==> config.mk <==
export PLATFORM = sky130hd
export DESIGN_NAME = fifo_pop_adapter
export DESIGN_NICKNAME = d
export VERILOG_FILES = /design/src/rtl/buff_pkg.sv /design/src/rtl/skid_mem.sv /design/src/rtl/fifo_pop_adapter.sv
export SDC_FILE = /design/constraint.sdc
export NUM_CORES = 1
export LEC_CHECK = 0
export ABC_CLOCK_PERIOD_IN_PS = 5500
export BUFFER_PORTS_ARGS = -buffer_cell sky130_fd_sc_hd__buf_2
export CORE_MARGIN = 5
export CORE_UTILIZATION = 47
export CTS_CLUSTER_SIZE = 24
export DETAILED_ROUTE_END_ITERATION = 10
export HOLD_SLACK_MARGIN = 0.12
export PLACE_DENSITY_LB_ADDON = 0.05
export SYNTH_ARGS = -nofsm -noshare
export SYNTH_HDL_FRONTEND = slang
export SYNTH_SLANG_ARGS = --single-unit
==> constraint.sdc <==
create_clock -name clk -period 5.5 [get_ports clk]
set_clock_uncertainty 0.15 [all_clocks]
set_input_delay 0.55 -clock clk [delete_from_list [all_inputs] [get_ports clk]]
set_output_delay 0.55 -clock clk [all_outputs]
set_load 0.05 [all_outputs]
==> src/rtl/buff_pkg.sv <==
// Shared constants and sizing helpers for the fifo pop adapter.
// Index and count widths are derived from the skid depth.
package buff_pkg;

  localparam int DATA_WIDTH_DEF = 32;
  localparam int SKID_DEPTH_DEF = 4;

  function automatic int idx_w(input int depth);
    return (depth > 1) ? $clog2(depth) : 1;
  endfunction

  function automatic int cnt_w(input int depth);
    return idx_w(depth) + 1;
  endfunction

endpackage

==> src/rtl/skid_mem.sv <==
// Skid buffer storage: one write port, one async read port.
// Written only when a returned fifo word is accepted.
module skid_mem
  import buff_pkg::*;
#(
  parameter int DEPTH = SKID_DEPTH_DEF,
  parameter int WIDTH = DATA_WIDTH_DEF,
  parameter int IDX_W = idx_w(DEPTH)
) (
  input  logic             clk,
  input  logic             we,
  input  logic [IDX_W-1:0] waddr,
  input  logic [WIDTH-1:0] wdata,
  input  logic [IDX_W-1:0] raddr,
  output logic [WIDTH-1:0] rdata
);

  logic [WIDTH-1:0] mem [DEPTH];

  // write the accepted word into its slot
  always_ff @(posedge clk) begin
    if (we) begin
      mem[waddr] <= wdata;
    end
  end

  assign rdata = mem[raddr];

endmodule

==> src/rtl/fifo_pop_adapter.sv <==
// Pops a registered-read fifo and re-times its words into a
// valid/ready stream through a credit-managed skid buffer.
module fifo_pop_adapter
  import buff_pkg::*;
#(
  parameter int DATA_WIDTH = DATA_WIDTH_DEF,
  parameter int SKID_DEPTH = SKID_DEPTH_DEF
) (
  input  logic                          clk,
  input  logic                          reset_i,
  input  logic [DATA_WIDTH-1:0]         fifo_data_i,
  input  logic                          fifo_valid_i,
  output logic                          fifo_ready_o,
  output logic [DATA_WIDTH-1:0]         data_o,
  output logic                          data_o_valid,
  input  logic                          data_o_ready,
  output logic [$clog2(SKID_DEPTH):0]   occupancy_o,
  output logic                          err_o
);

  localparam int IDX_W = idx_w(SKID_DEPTH);
  localparam int CNT_W = $clog2(SKID_DEPTH) + 1;
  localparam logic [CNT_W-1:0] DEPTH_C = CNT_W'(SKID_DEPTH);

  logic [CNT_W-1:0] count;
  logic [CNT_W-1:0] count_nxt;
  logic [CNT_W-1:0] credit;
  logic [IDX_W-1:0] wr_ptr;
  logic [IDX_W-1:0] rd_ptr;
  logic             inflight_r;
  logic             post_rst_r;
  logic             err_r;
  logic             push;
  logic             pop;
  logic             perr;

  // a slot is reserved for every outstanding pop
  assign credit = count + CNT_W'(inflight_r);

  assign fifo_ready_o = ~reset_i & ~post_rst_r
                      & (credit < DEPTH_C);

  assign push = fifo_valid_i & inflight_r;
  assign pop  = data_o_valid & data_o_ready;
  assign perr = fifo_valid_i & ~inflight_r & ~post_rst_r;

  assign data_o_valid = (count != '0);
  assign occupancy_o  = count;
  assign err_o        = err_r;

  // occupancy follows accepted pushes and downstream pops
  always_comb begin
    count_nxt = count;
    case ({push, pop})
      2'b10:   count_nxt = count + CNT_W'(1);
      2'b01:   count_nxt = count - CNT_W'(1);
      default: count_nxt = count;
    endcase
  end

  // credit state, pointers and sticky protocol error
  always_ff @(posedge clk) begin
    if (reset_i) begin
      count      <= '0;
      wr_ptr     <= '0;
      rd_ptr     <= '0;
      inflight_r <= 1'b0;
      post_rst_r <= 1'b1;
      err_r      <= 1'b0;
    end else begin
      count      <= count_nxt;
      inflight_r <= fifo_ready_o;
      post_rst_r <= 1'b0;
      if (push) begin
        wr_ptr <= wr_ptr + IDX_W'(1);
      end
      if (pop) begin
        rd_ptr <= rd_ptr + IDX_W'(1);
      end
      if (perr) begin
        err_r <= 1'b1;
      end
    end
  end

  skid_mem #(
    .DEPTH (SKID_DEPTH),
    .WIDTH (DATA_WIDTH),
    .IDX_W (IDX_W)
  ) u_mem (
    .clk   (clk),
    .we    (push),
    .waddr (wr_ptr),
    .wdata (fifo_data_i),
    .raddr (rd_ptr),
    .rdata (data_o)
  );

endmodule
# == Word-level counts from Yosys, hierarchy flattened ==
# Memory sizes are Yosys's and may differ from the RTL's. A register that Yosys moved wholly into a read port is not among the register bits.
# Cells that the tools add are included.
# totals
word_cells,32
reg_bits,10
mem_bits_rw,128
n_memories,1
inputBits,36
# op_classes
n_eq_ne,2
bitwise,9
add_sub_neg,5
n_reduce_logical,2
muxes,6
magnitude_cmp,1
# memory_table
memory,depth,word_bits,rd,rd_clocked_by_memory_dff,wr,line_no,rtl
u_mem.mem,4,32,1,1,1,skid_mem.sv:18,logic [WIDTH-1:0] mem [DEPTH];
# ops
op,n
$and 1x1->1,6
$pmux 3 s2,1
$add 2x1->2 const B,2
$mux 2,2
$add 3x1->3,1
$add 3x1->3 const B,1
$lt 3x3->1 const B,1
$mux 1,3
$not 1->1,3
$reduce_bool 3->1,1
$sub 3x1->3 const B,1
$eq 2x1->1 const B,1
$eq 2x2->1 const B,1
$reduce_bool 2->1,1

# == Longest topological paths before layout ==
# Gate-level depths: netlist of the first run.
# depth
depth_word,4
mapped_depth,7

# == Modules after synthesis ==
# A second synthesis of the first run with hierarchy kept.
# unflattened
hier_cells,217
hier_area_um2,5114.9
# modules_own_cells
mod,cells_per_inst,n_inst,seq_area_each_um2,area_each_um2
skid_mem,171,1,3843.7,4689.5
fifo_pop_adapter,46,1,200.2,425.4

# == Worst setup path before layout of the first run ==
# No wires, ideal clock.
# synth_timing
kind,reg2out
from,"register count[0], in the netlist occupancy_o[0]"
to,output fifo_ready_o
path_buffers,0
t_arrival_ns,2.103
stages_incl_launch_ff,4
slack_ns,2.697
cell_sequence,dfxtp_1 -> nand3_1 -> xnor2_1 -> nor3_1
# synth_via
elab_chain_len,3
# synth_rtl
item,line_no,rtl
start: declaration,fifo_pop_adapter.sv:25,logic [CNT_W-1:0] count;
start signal: assignment,fifo_pop_adapter.sv:71,count <= count_nxt;
$add 3x1->3,fifo_pop_adapter.sv:38,assign credit = count + CNT_W'(inflight_r);
$lt 3x3->1,fifo_pop_adapter.sv:41,& (credit < DEPTH_C);
$and 1x1->1,fifo_pop_adapter.sv:41,
end: declaration,fifo_pop_adapter.sv:13,"output logic fifo_ready_o,"
# Every way passes these cells.

==> flow_metrics.tcl, run 1 <==
set metrics [dict create \
    status "completed" \
    cts_root_buffer "clkbuf_8" \
    cts_hold_buf 33 \
    final_area_sq_mm 0.00657 \
    drt_wl_total_mm 8.94 \
    pin_count 74 \
    rows 38 \
    cts_tree "done" \
    synth.mux.area_fraction_pct 14.0 \
    syn_avg_cell_area_sq_um 23.1 \
    antenna_found_initial 0 \
    synthDistinctLibCells 23 \
    yosys.area.top_type "edfxtp_1" \
    htree_levels 4 \
    hp-class "primary input to flop" \
    multi_input_area_sq_mm 0.00101 \
    worst_pin_slew_ns 0.881 \
    dieArea_sq_mm 0.0133 \
    whs_path_depth 3 \
    synth_top_family_by_area "multiplexers" \
    start_util_pct 47.9 \
    synth_compound_area_share_pct 0.818 \
    arrival_ns 2.34 \
    path_buf_inv 2 \
    synth_fa_ha_area_share_pct 1.59 \
    clk_latency_ns 0.51 \
    postCtsSetupBuffers 0 \
    synth_top_flop_cell "edfxtp_1" \
    drive_gt1_share_pct 37.5 \
    placed_cell_area_sq_mm 0.00566 \
    whs_ns 0.223 \
    diodes 0 \
    final_net_count 385 \
    met1_usage_pct 18.5 \
    grt_pass1_wl_mm 14.3 \
    relSlewSlack_pct 41.3 \
    drt-initial-drc-count 90 \
    yosysMostFrequentCell "edfxtp_1" \
    cts_buffers 17 \
    stdcell_count 495 \
    tns_ns 0 \
    dp_hpwl_mm 5.20 \
    max_stage_delay_ns 0.60 \
    syn_inst 225 \
    die-height_um 115 \
    worst-path-max-fanout 25 \
    crit_path_start_kind "flop" \
    setup_violations 0 \
    clockBufferDepth 2 \
    regToRegSetupSlack_ns 3.39 \
    regToRegEndpoint "occupancy_o[2]" \
    fin_crit_sh_pct 55.3 \
    hold_viol 0 \
    reg2reg_depth 7 \
    synth_fp_nets 267 \
    ys_top_cells_by_count "edfxtp_1, mux4_2, dfxtp_1, nor2_1" \
    syn_area_sq_mm 0.00520 \
    min_period_ns 3.04 \
    vias_per_cell 5.08 \
    seq_area_sq_mm 0.00409 \
    grtUsageMet3_pct 5.84 \
    vias 2513 \
    portBuffers 73 \
    top_usage_layer "met2" \
    pwr_density_cell_mw_per_mm2 451 \
    ys_warn_count 0 \
    coreArea_sq_mm 0.0108 \
    pre_cts_slack_ns 2.92 \
    ant_nets 0 \
    path_class "flop to output pin" \
    path_depth 3 \
    worst_slack_ns 2.46 \
    grt_max_degree 33 \
    yosys.area_share.simple_pct 1.90 \
    fmax_ghz 0.329 \
    crit_required_ns 4.80 \
    use_met2_pct 24.0 \
    cp_cell_sequence "buf_4 -> mux4_2 -> buf_2" \
    grt.total_usage_pct 14.8 \
    dieWidth_um 115 \
    p_leak_nw 2.26 \
    min-delay-start "fifo_valid_i" \
    place_inst 431 \
    final-max-slew-violation-count 0 \
    ys_async_sr_fraction_pct 0 \
    gr-total-overflow 0 \
    drc_errors 0 \
    cp_top_family "buffers and inverters" \
    clock-sinks 140 \
    area_growth_syn_to_layout_pct 26.4 \
    endpoint_kind "output pin" \
    dr.pass1.iters 4 \
    maxCapViolCount 0 \
    place_congestion 0.700 \
    synth.top_cell.area_share_pct 74.0 \
    fillers 802 \
    synth_edf_count 128 \
    grt_pass1_vias 2688 \
    timing.hold.worst_endpoint "err_o" \
    ys_seq_area_share_pct 78.6 \
    reg2reg_from "occupancy_o[0]" \
    ctsResizeCount 0 \
    ys_ff_latch 140 \
    rsz0062_at_grt "no" \
    ys_top_cells_by_area "edfxtp_1, mux4_2, dfxtp_1, ha_1, buf_12" \
    clk_pin_slew_worst_paths_ns 0.05 \
    crit_slowest_cell "mux4_2" \
    synth-xor-area-share_pct 1.01 \
    peakVddDrop_mv 0.312 \
    wire_per_inst_um 18.1 \
]
-- per-layer routing --
metal	up-vias	wire length [um]	part of all wire (%)
met4	0	112	1.3
li1	1166	-	-
met3	12	474	5.3
met2	63	4460	50
met1	1272	3900	44
met5	-	0	0
-- power by group --
part / switching, mW / total, mW / internal, mW
Clock: 0.382 / 1.11 / 0.726
Combinational: 0.413 / 0.630 / 0.217
Sequential: 0.0362 / 1.23 / 1.19
-- cells by family (layout without fill, tap and decap cells) --
family,Yosys count,count (layout)
AOI/OAI and AO/OA,7,7
xor gates and xnor gates,6,6
adders and majority gates,6,6
buffers and inverters,13,143
DFF,140,140
muxes,32,32
and+or+nand+nor,21,21
-- final cells by class --
| type | instances | share of cell area (%) |
|---|---|---|
| Clock buffer | 21 | 6.53 |
| Clock inverter | 10 | 2.25 |
| Inverter | 5 | 0.286 |
| Multi-Input combinational cell | 72 | 15.4 |
| Sequential cell | 140 | 62.2 |
| Tap cell | 140 | 2.67 |
| Timing Repair Buffer | 107 | 10.7 |
-- worst min-delay path: cells and delay by family --
family / cells / cell delay (ns)
AOI/OAI and AO/OA: 1 / 0.08
and+or+nand+nor: 1 / 0.08
buffers and inverters: 1 / 0.14
-- layout by cell type (no fill, tap or decap), types with 2 or more instances in the layout --
master,n
xnor2_1,3
nand2_1,2
dfxtp_1,10
buf_2,73
nor2_1,9
mux4_2,30
inv_1,5
or3_1,2
clkinv_1,4
bufinv_16,4
dfxtp_2,2
and3_2,4
mux4_1,2
ha_1,5
clkbuf_16,16
dlygate4sd3_1,33
nor3_1,2
clkbuf_1,4
edfxtp_1,128
xor2_1,3
a21oi_1,4
nand3_1,2
-- state kept, by name, summed over array words and instances (netlist names), named ones only --
register / count
wr_ptr: 2
occupancy_o: 3
rd_ptr: 2
err_o: 1
inflight_r: 1
u_mem.mem: 128
post_rst_r: 1
-- through the flow --
step	total power, mW	util [%]
after floorplan	1.78	-
after global placement	1.87	52.2
after detailed placement	1.87	52.2
after CTS	3.00	60.6
after global routing	3.09	60.6
final	2.97	60.6
-- worst max path at each step --
stage	end	slack (ns)
floorplan	fifo_ready_o	2.70
global placement	data_o[2]	2.92
detailed placement	data_o[2]	2.92
CTS	data_o[2]	2.37
global route	data_o[23]	2.28
finish	data_o[8]	2.46
No activity file was read; power rests on OpenSTA's default activity.
==> run 2, diff against run 1 <==
Settings changed: ABC_CLOCK_PERIOD_IN_PS 5500 to 2900.
Clock period 5.5 ns to 2.9 ns, I/O delays scaled along.
==> run 2 against run 1 <==
Cell count up 2.2%. Largest power group unchanged. Critical endpoint is now data_o[11]. Design area up 1.2%. Worst setup slack got worse by 2.2 ns. Clock power grew 87%. Critical path depth unchanged. Power grew 90%. Utilization grew 0.75 points. Flip-flop and latch count unchanged.
==> flow_metrics.tcl, run 2 (synthesized netlist as in run 1, its figures left out) <==
set metrics [dict create \
    status "completed" \
    gr-total-overflow 0 \
    worst_slack_ns 0.277 \
    layout_common_cells "edfxtp_1, buf_2, dlygate4sd3_1" \
    grt_max_degree 33 \
    wl_met3_um 407 \
    htree_levels 4 \
    tns_ns 0 \
    clk_pin_slew_worst_paths_ns 0.05 \
    regToRegEndpoint "occupancy_o[2]" \
    rsz0062_at_grt "no" \
    endpoint_kind "output pin" \
    hp-class "flop to flop" \
    place_congestion 0.753 \
    hold_viol 0 \
    drt-initial-drc-count 117 \
    die-height_um 115 \
    whs_path_depth 1 \
    drt_wl_total_mm 9.26 \
    stdcell_count 506 \
    reg2reg_depth 7 \
    pwr_density_cell_mw_per_mm2 846 \
    start_util_pct 47.9 \
    fmax_ghz 0.381 \
    clockBufferDepth 2 \
    min-delay-start "post_rst_r" \
    dieArea_sq_mm 0.0133 \
    comb_power_share_pct 21.6 \
    p_leak_nw 2.32 \
    ant_nets 0 \
    worst_pin_slew_ns 0.887 \
    p_clk_share_pct 37.0 \
    setup_violations 0 \
    reg2reg_from "occupancy_o[0]" \
    drive_gt1_share_pct 39.6 \
    maxCapViolCount 0 \
    placed_cell_area_sq_mm 0.00572 \
    min_period_ns 2.62 \
    relSlewSlack_pct 40.9 \
    p_int_mw 4.03 \
    route.met2.wl_mm 4.67 \
    clk_latency_ns 0.50 \
    peakVddDrop_mv 0.577 \
    vias_per_cell 5.00 \
    largest_register_ffs 128 \
    grt_pass1_vias 2824 \
    worst-path-max-fanout 11 \
    cts_tree "done" \
    p_sw_share_pct 28.3 \
    crit_path_start_kind "flop" \
    final_net_count 395 \
    antenna_found_initial 0 \
    diodes 0 \
    largest-register "u_mem.mem" \
    cts_root_buffer "clkbuf_8" \
    dieWidth_um 115 \
    top_layer_used "met4" \
    timing.hold.worst_endpoint "inflight_r" \
    ctsResizeCount 0 \
    grt_pass1_wl_mm 14.8 \
    layout_commonest_cell "edfxtp_1" \
    dp_hpwl_mm 5.72 \
    wire_per_inst_um 18.3 \
    regToRegSetupSlack_ns 0.82 \
    dr.pass1.iters 4 \
    pre_cts_slack_ns 0.761 \
    path_class "flop to output pin" \
    portBuffers 73 \
    p_sw_mw 1.59 \
    final_area_sq_mm 0.00665 \
    final-max-slew-violation-count 0 \
    grt.total_usage_pct 15.3 \
    rows 38 \
    pin_count 74 \
    drc_errors 0 \
    crit_required_ns 2.46 \
    coreArea_sq_mm 0.0108 \
    fin_crit_sh_pct 90.5 \
    seqPwrFrac_pct 41.4 \
    place_inst 439 \
    met1_length_mm 4.07 \
    cts_buffers 17 \
    vias 2529 \
    arrival_ns 2.18 \
    area_growth_syn_to_layout_pct 28.0 \
    clock-sinks 140 \
]
[run 2: changes by cell type in the layout (fill, tap and decap cells not counted)]
| cell | before | now |
|---|---|---|
| bufinv_16 | 4 | 3 |
| clkbuf_1 | 4 | 5 |
| dlygate4sd3_1 | 33 | 35 |
| clkinv_1 | 4 | 0 |
| clkinv_2 | 1 | 4 |
| clkbuf_8 | 1 | 3 |
| buf_4 | 1 | 9 |
[run 2: critical path: stages (launching register included)]
cell and delay [ns]:
dfxtp_2 0.55, buf_4 0.33, mux4_2 0.56, buf_2 0.23
[run 2: timing repair]
item | in CTS | in global routing
endpoints found under the hold margin | 140 | 0
hold buffers | 35 | 0
buffers inserted | 0 | 0
[run 2: stage by stage]
| stage | utilization [%] | power [mW] | hold slack, ns |
|---|---|---|---|
| after floorplan | - | 3.38 | 0.168 |
| after global placement | 52.8 | 3.57 | 0.289 |
| after detailed placement | 52.8 | 3.57 | 0.297 |
| after CTS | 61.4 | 5.70 | 0.305 |
| after global routing | 61.4 | 5.86 | 0.354 |
| final | 61.4 | 5.63 | 0.303 |
[run 2: worst max path at each step]
stage / end / slack (ns)
2_1_floorplan: fifo_ready_o / 0.36
3_3_place_gp: data_o[12] / 0.75
3_5_place_dp: data_o[12] / 0.76
4_1_cts: data_o[11] / 0.20
5_1_grt: data_o[28] / 0.14
6_report: data_o[11] / 0.28
[run 2: layer usage]
metal  vias up  global-route usage [%]
met5         -                       0
met2        57                    25.2
li1       1195                       -
met1      1267                    19.5
met3        10                    4.11
met4         0                    6.10
[run 2: final cells by class]
cell class / count / area, sq um
Fill cell: 790 / 4190
Sequential cell: 140 / 4090
Multi-Input combinational cell: 72 / 1010
Timing Repair Buffer: 117 / 783
Clock buffer: 24 / 460
Tap cell: 140 / 175
Clock inverter: 8 / 118
Inverter: 5 / 18.8
[run 2: power groups by stage]
stage | clock network [mW] | registers (mW) | logic (mW)
4_1_cts | 2.13 | 2.34 | 1.23
2_1_floorplan | 0 | 2.37 | 1.00
3_3_place_gp | 0 | 2.38 | 1.19
3_5_place_dp | 0 | 2.38 | 1.19
6_report | 2.08 | 2.33 | 1.21
5_1_grt | 2.23 | 2.34 | 1.29
==> run 3, diff against run 2 <==
Settings changed: BUFFER_PORTS_ARGS -buffer_cell sky130_fd_sc_hd__buf_2 to unset, DONT_BUFFER_PORTS set to 1.
==> run 3 against run 2 <==
Power decreased by 3.1%. Maximum frequency increased by 4.0%. Critical path depth decreased by 1. Sequential share of layout area increased by 3.6 points. Utilization decreased by 3.4 points. Via count decreased by 9.2%. Register-to-register slack improved by 0.06 ns. Combinational power decreased by 7%. Hold slack got worse by 0.082 ns. First-iteration DRC count decreased by 34%. Wire length decreased by 6.2%. Critical path type unchanged.
==> flow_metrics.tcl, run 3 (synthesized netlist as in run 1, its figures left out) <==
set metrics [dict create \
    place_congestion 0.659 \
    final_area_sq_mm 0.00628 \
    hold_viol 0 \
    crit_path_start_kind "flop" \
    portBuffers 0 \
    relSlewSlack_pct 41.8 \
    drc_errors 0 \
    hp-class "primary input to flop" \
    grt.total_usage_pct 14.2 \
    fmax_ghz 0.396 \
    pin_count 74 \
    placed_cell_area_sq_mm 0.00537 \
    drt-initial-drc-count 77 \
    peakVddDrop_mv 0.425 \
    start_util_pct 47.9 \
    largest-register "u_mem.mem" \
    seq_area_sq_mm 0.00409 \
    largest_register_ffs 128 \
    maxCapViolCount 0 \
    whs_path_depth 1 \
    crit_required_ns 2.46 \
    vias_per_cell 5.30 \
    dieArea_sq_mm 0.0133 \
    vias 2297 \
    layout_common_cells "edfxtp_1, dlygate4sd3_1, mux4_2" \
    cp_cell_sequence "buf_4 -> mux4_2" \
    cp_top_family "multiplexers" \
    p_sw_share_pct 28.2 \
    min-delay-start "fifo_valid_i" \
    gr-total-overflow 0 \
    final_net_count 322 \
    regToRegSetupSlack_ns 0.88 \
    layout_commonest_cell "edfxtp_1" \
    comb_power_share_pct 20.5 \
    diodes 0 \
    dr.pass1.iters 4 \
    dieWidth_um 115 \
    rsz0062_at_grt "no" \
    coreArea_sq_mm 0.0108 \
    cts_root_buffer "clkbuf_8" \
    rows 38 \
    drt_wl_total_mm 8.68 \
    final-max-slew-violation-count 0 \
    wire_per_inst_um 20.0 \
    worst_pin_slew_ns 0.873 \
    p_sw_mw 1.54 \
    postCtsSetupBuffers 0 \
    setup_violations 0 \
    htree_levels 4 \
    grt_pass1_wl_mm 13.6 \
    max_stage_delay_ns 0.69 \
    grt_pass1_vias 2482 \
    reg2reg_depth 7 \
    grt_max_degree 33 \
    arrival_ns 2.08 \
    multi_input_area_sq_mm 0.00101 \
    crit_slowest_cell "mux4_2" \
    cts_buffers 17 \
    cts_tree "done" \
    antenna_found_initial 0 \
    p_int_mw 3.92 \
    fin_crit_sh_pct 87.0 \
    clock-sinks 140 \
    clk_pin_slew_worst_paths_ns 0.06 \
    endpoint_kind "output pin" \
    path_class "flop to output pin" \
    fillers 796 \
    p_leak_nw 2.01 \
    drive_gt1_share_pct 23.9 \
    clockBufferDepth 2 \
    reg2reg_from "inflight_r" \
    die-height_um 115 \
    p_clk_share_pct 36.8 \
    pwr_density_cell_mw_per_mm2 869 \
    regToRegEndpoint "occupancy_o[2]" \
    timing.hold.worst_endpoint "u_mem.mem[0][8]" \
    area_growth_syn_to_layout_pct 20.8 \
    ant_nets 0 \
    status "completed" \
    clk_latency_ns 0.50 \
    seqPwrFrac_pct 42.7 \
    tns_ns 0 \
    min_period_ns 2.52 \
    dp_hpwl_mm 5.58 \
    worst-path-max-fanout 12 \
    path_buf_inv 1 \
]
## run 3: changes by cell type in the layout (fill, tap and decap cells not counted), sizes merged
cell and change:
buf -73
## run 3: layout make-up
cell class	instances	area share, %
well taps	140	2.79
flip-flops and latches	140	65.1
multi-input cells	72	16.1
repair buffers	44	6.86
inverters	5	0.299
clock inverters	8	1.87
clock buffers	24	7.01
## run 3: repair_timing
action                                 CTS  global route
resized for setup                        0             0
endpoints found under the hold margin  140             0
hold buffers                            35             0
## run 3: through the flow
step                      setup slack, ns  std cells  power (mW)  util, %  hold slack, ns
final                               0.378        433        5.45     57.9           0.221
after global routing                0.237        433        5.67     57.9           0.219
after CTS                           0.307        433        5.52     57.9           0.202
after detailed placement            0.859        366        3.45     49.5           0.169
after global placement              0.886        366        3.43     49.5           0.168
after floorplan                     0.357        225        3.38        -           0.168
## run 3: worst max-delay path by stage
stage	start	to	slack, ns	cells past startpoint
final	flop	data_o[6]	0.38	2
after global routing	flop	data_o[6]	0.24	2
after CTS	flop	data_o[6]	0.31	2
after detailed placement	flop	data_o[6]	0.86	2
after global placement	flop	data_o[11]	0.89	2
after floorplan	occupancy_o[0]	fifo_ready_o	0.36	3
## run 3: power groups by stage
stage / clock network (mW) / registers (mW) / logic (mW)
global placement: 0 / 2.36 / 1.07
floorplan: 0 / 2.37 / 1.00
detailed placement: 0 / 2.37 / 1.08
finish: 2.01 / 2.33 / 1.12
CTS: 2.05 / 2.33 / 1.14
global route: 2.15 / 2.34 / 1.18
## run 3: worst reg2reg max path, cell delays in order (launching register included)
cell	delay, ns
dfxtp_1	0.37
nand2_1	0.16
ha_1	0.21
inv_1	0.06
fa_1	0.37
xor2_1	0.16
or3_1	0.31
a21oi_1	0.16
## run 3: routing by layer
| metal | part of all wire, % | track usage (%) | up-vias |
|---|---|---|---|
| met2 | 56 | 25.3 | 67 |
| met1 | 37 | 15.8 | 1182 |
| li1 | - | - | 1041 |
| met3 | 6.1 | 5.16 | 7 |
| met5 | 0 | 0 | - |
| met4 | 0.81 | 4.46 | 0 |
